## src/rtl/knight_scan_seq.sv

```systemverilog
// Knight Rider scan sequencer: a full-brightness head sweeps back and forth across
// the LED row while every level decays geometrically on each step tick.
module knight_scan_seq #(
    parameter int N_LEDS      = 8,
    parameter int LEVEL_W     = 8,
    parameter int DECAY_SHIFT = 1,
    parameter int END_HOLD    = 0,
    parameter int POS_W       = $clog2(N_LEDS)
) (
    input  logic                        clock,
    input  logic                        reset_n,
    input  logic                        step,
    input  logic                        enable,
    output logic [N_LEDS*LEVEL_W-1:0]   levels,
    output logic [POS_W-1:0]            head_pos,
    output logic                        direction,
    output logic                        update
);

    localparam int HOLD_W = (END_HOLD > 1) ? $clog2(END_HOLD + 1) : 1;

    localparam logic [LEVEL_W-1:0] MAX       = '1;
    localparam logic [POS_W-1:0]   LAST      = POS_W'(N_LEDS - 1);
    localparam logic [POS_W-1:0]   FIRST     = '0;
    localparam logic [HOLD_W-1:0]  HOLD_INIT = HOLD_W'(END_HOLD);

    typedef enum logic [1:0] {
        UP      = 2'd0,
        HOLD_HI = 2'd1,
        DOWN    = 2'd2,
        HOLD_LO = 2'd3
    } state_t;

    state_t              state;
    logic [HOLD_W-1:0]   hold_cnt;
    logic [LEVEL_W-1:0]  lvl [N_LEDS];
    logic [POS_W-1:0]    pos_inc;
    logic [POS_W-1:0]    pos_dec;

    assign pos_inc = head_pos + 1'b1;
    assign pos_dec = head_pos - 1'b1;

    for (genvar g = 0; g < N_LEDS; g++) begin : g_pack
        assign levels[g*LEVEL_W +: LEVEL_W] = lvl[g];
    end

    // Any move that lands on an end LED enters that end's hold state, which
    // keeps a 2-LED row from ever stepping past its last index.
    always_ff @(posedge clock) begin
        if (!reset_n) begin
            for (int i = 0; i < N_LEDS; i++) begin
                lvl[i] <= '0;
            end
            head_pos  <= '0;
            direction <= 1'b0;
            update    <= 1'b0;
            state     <= UP;
            hold_cnt  <= '0;
        end else begin
            update <= step;
            if (step) begin
                for (int i = 0; i < N_LEDS; i++) begin
                    lvl[i] <= lvl[i] >> DECAY_SHIFT;
                end
                if (enable) begin
                    case (state)
                        UP: begin
                            head_pos     <= pos_inc;
                            lvl[pos_inc] <= MAX;
                            direction    <= 1'b0;
                            if (pos_inc == LAST) begin
                                state    <= HOLD_HI;
                                hold_cnt <= HOLD_INIT;
                            end
                        end
                        HOLD_HI: begin
                            if (hold_cnt == '0) begin
                                head_pos     <= pos_dec;
                                lvl[pos_dec] <= MAX;
                                direction    <= 1'b1;
                                if (pos_dec == FIRST) begin
                                    state    <= HOLD_LO;
                                    hold_cnt <= HOLD_INIT;
                                end else begin
                                    state <= DOWN;
                                end
                            end else begin
                                hold_cnt      <= hold_cnt - 1'b1;
                                lvl[head_pos] <= MAX;
                            end
                        end
                        DOWN: begin
                            head_pos     <= pos_dec;
                            lvl[pos_dec] <= MAX;
                            direction    <= 1'b1;
                            if (pos_dec == FIRST) begin
                                state    <= HOLD_LO;
                                hold_cnt <= HOLD_INIT;
                            end
                        end
                        HOLD_LO: begin
                            if (hold_cnt == '0) begin
                                head_pos     <= pos_inc;
                                lvl[pos_inc] <= MAX;
                                direction    <= 1'b0;
                                if (pos_inc == LAST) begin
                                    state    <= HOLD_HI;
                                    hold_cnt <= HOLD_INIT;
                                end else begin
                                    state <= UP;
                                end
                            end else begin
                                hold_cnt      <= hold_cnt - 1'b1;
                                lvl[head_pos] <= MAX;
                            end
                        end
                        default: begin
                            state <= UP;
                        end
                    endcase
                end
            end
        end
    end

endmodule

```

## config.mk

```make
export PLATFORM = sky130hd
export DESIGN_NAME = knight_scan_seq
export DESIGN_NICKNAME = d
export VERILOG_FILES = /design/src/rtl/knight_scan_seq.sv
export SDC_FILE = /design/constraint.sdc
export NUM_CORES = 1
export LEC_CHECK = 0
export BUFFER_PORTS_ARGS = -buffer_cell sky130_fd_sc_hd__buf_4
export CORE_MARGIN = 2
export CORE_UTILIZATION = 39
export CTS_BUF_LIST = sky130_fd_sc_hd__clkbuf_8
export CTS_CLUSTER_SIZE = 14
export DETAILED_ROUTE_END_ITERATION = 10
export GPL_TIMING_DRIVEN = 0
export PLACE_DENSITY_LB_ADDON = 0.25
export SETUP_SLACK_MARGIN = 0.4
export SYNTH_ARGS = -nofsm -noshare
export SYNTH_HDL_FRONTEND = slang
export SYNTH_SLANG_ARGS = --single-unit
```

## constraint.sdc

```tcl
create_clock -name clock -period 5.7 [get_ports clock]
set_input_delay 0.57 -clock clock [delete_from_list [all_inputs] [get_ports clock]]
set_output_delay 0.57 -clock clock [all_outputs]
set_load 0.01 [all_outputs]
```

==> flow_summary.yaml <==
outcome:
  outcome: "completed"
global_routing:
  grt_max_degree: 14
  use_met3_pct: 4.478
  grt_pass1_vias: 1947
  grt_pass1_wl_um: 9708
  antenna_found_initial: 0
  use_met1_pct: 22.40
  grt-ovfl-total: 0
  grtUsageMet2_pct: 23.79
  grt_usage_pct: 15.98
  busiest_layer: "met2"
power_and_ir_drop:
  ir_drop_mv: 0.1449
  leakage_uw: 0.001561
  power_density_nw_per_um2: 266.1
sta:
  finClkSkew_ns: 0.007498
  min_period_ns: 2.089
  hold_viol: 0
  slew_viol_final: 0
  max_freq_mhz: 478.7
  post-route-period-util_pct: 36.65
  rsz0062_at_grt: "no"
  fin_hold_ws_ns: 0.4620
  slew_headroom_pct: 66.87
  fin_setup_tns_ns: 0
  finalSetupViolCount: 0
  worst_pin_slew_ns: 0.4948
drt:
  drc: 0
  dr.pass1.iters: 4
  vias_per_cell: 5.362
  drtIter0Drc: 105
  vias: 2177
  final_antenna_net_count: 0
  wl_per_cell_um: 14.99
  drt-total-wl_um: 6087
die:
  die_height_um: 88.53
  initial_core_util_pct: 40.56
  fp.dieW_um: 88.53
  dieArea_um2: 7837
  rows: 30
  core-area_um2: 6869
  io_pins: 73
cells_and_area:
  num-nets-final: 318
  layout-drive-gt1-share_pct: 38.71
  utilization_pct: 52.70
  instances_no_fill: 406
  synthToLayoutAreaGrowth_pct: 29.91
  antenna_cells: 0
yosys:
  syn_nets: 235
  synthArstFlopShare_pct: 0
  synth_area_um2: 2786
  synth_area_leader_cell: "dfxtp_1"
  synthTopCellsByArea: "dfxtp_1 (51%), a221o_1 (20%), a21oi_4 (4.7%)"
  yosysWarnings: 0
  synth-seq-cells: 71
  yosys.cell_types.count: 40
  synthMostInstantiatedCell: "dfxtp_1"
  synth.top_cell.area_share_pct: 51.01
  ys.flop_type: "dfxtp_1"
  syn_area_per_cell_um2: 12.55
  synth_cells: 222
  synth_edf_count: 0
  ys_seq_area_share_pct: 51.01
  synthTopCellsByCount: "dfxtp_1 (71), a221o_1 (56), ha_1 (9)"
placement:
  gp_congestion: 0.8011
  io_buffers: 72
  dp.cells: 390
  dp.final_hpwl_um: 4383
clocking:
  cts_root_buf: "clkbuf_8"
  cts_buffers: 9
  cts_max_path_buffers: 2
  clk_pin_slew_worst_paths_ns: 0.07
  htree_levels: 3
  cts_setup_buffers: 0
  cts_resized: 0
  insertion_delay_ns: 0.34
  hold_buffers: 0
  clock-sinks: 71
  cts_tree: "yes"
critical_path:
  cp_top_family: "compound AO/OA/AOI/OAI gates"
  cp-start-kind: "register"
  cpMaxStageDelayCell: "dfxtp_1"
  r2r_end: "lvl[4][6]"
  crit_chain: "inv_1 -> ha_1 -> inv_1 -> a211o_4 -> a21oi_4 -> a221o_1"
  critical_path_buf_inv_count: 2
  ff2ff_path_depth: 6
  cp_common_cell: "inv_1"
  critical_path_class: "reg2reg"
  r2r_setup_slack_ns: 3.61
  required_ns: 5.98
  worstPathMaxFanout: 8
  critPathArrivalTime_ns: 2.37
  critPathMaxStageDelay_ns: 0.48
  cp-end-kind: "register"
  regToRegStartpoint: "head_pos[0]"
hold_path:
  hold_path_depth: 2
  hp-class: "reg2reg"
  hp-start: "direction"
  min_to: "direction"
flow_run:
  drv_cap: 0
cells by family (layout without fill, tap and decap cells):
group	count (synthesis)	count (layout)	synth area share, %
AO/OA/AOI/OAI	94	94	34.40
adder cells (fa/ha/maj)	9	9	4.041
buffers and inverters	20	108	3.188
flip-flops	71	71	51.01
AND/OR/NAND/NOR	23	23	5.748
multiplexers	1	1	0.3592
XOR/XNOR	4	4	1.258
how the worst max path moves through the flow:
stage	start	end	slack, ns	cells after the start
floorplan	head_pos[0]	lvl[0][0]	3.78	6
global placement	head_pos[0]	lvl[1][3]	3.65	6
detailed placement	head_pos[0]	lvl[4][5]	3.61	6
CTS	head_pos[0]	lvl[4][1]	3.59	6
global route	head_pos[0]	lvl[0][4]	3.41	6
finish	head_pos[0]	lvl[4][6]	3.61	6
report_power, final:
part	switching, µW	internal (µW)
clock network	191	158
registers	12.4	510
logic	52.5	39.1
total	256	707
layout make-up:
| class | instances | area (µm²) |
|---|---|---|
| Buffer | 14 | 66.31 |
| Sequential cell | 71 | 1421 |
| Fill cell | 628 | 3249 |
| Clock inverter | 7 | 48.80 |
| Tap cell | 96 | 120.1 |
| Timing Repair Buffer | 72 | 540.5 |
| Clock buffer | 9 | 123.9 |
| Multi-Input combinational cell | 131 | 1276 |
| Inverter | 6 | 22.52 |
cells in the final DEF (no fill, tap or decap), types with 4 or more instances in the layout:
cell,count
buf_4,73
dfxtp_1,71
a221o_1,56
ha_1,9
clkbuf_8,9
a21oi_4,8
buf_2,7
inv_1,6
clkbuf_1,5
o211ai_1,4
a21o_2,4
nand2_1,4
a21o_1,4
worst reg2reg max path, stage by stage (launching register included):
cell and delay, ns:
dfxtp_1 0.48, inv_1 0.16, ha_1 0.46, inv_1 0.14
a211o_4 0.36, a21oi_4 0.27, a221o_1 0.15
per-layer routing:
| metal | part of all wire (%) | up-vias | wire length [µm] |
|---|---|---|---|
| met2 | 45 | 54 | 2731 |
| li1 | - | 1066 | - |
| met5 | 0 | - | 0 |
| met3 | 5.2 | 7 | 316 |
| met1 | 49 | 1050 | 2976 |
| met4 | 1.0 | 0 | 63 |
per-stage QoR:
stage	area [µm²]	power [µW]	setup WS, ns
floorplan	2786	587.0	3.785
global placement	3447	624.2	3.648
detailed placement	3447	626.1	3.610
CTS	3620	972.5	3.589
global route	3620	1007	3.412
finish	3620	963.1	3.611
sequential cells by signal, summed over array words and instances (netlist names):
name / cells
direction: 1
head_pos: 3
lvl: 64
state: 2
update: 1
Power figures use the tool's default switching activity.
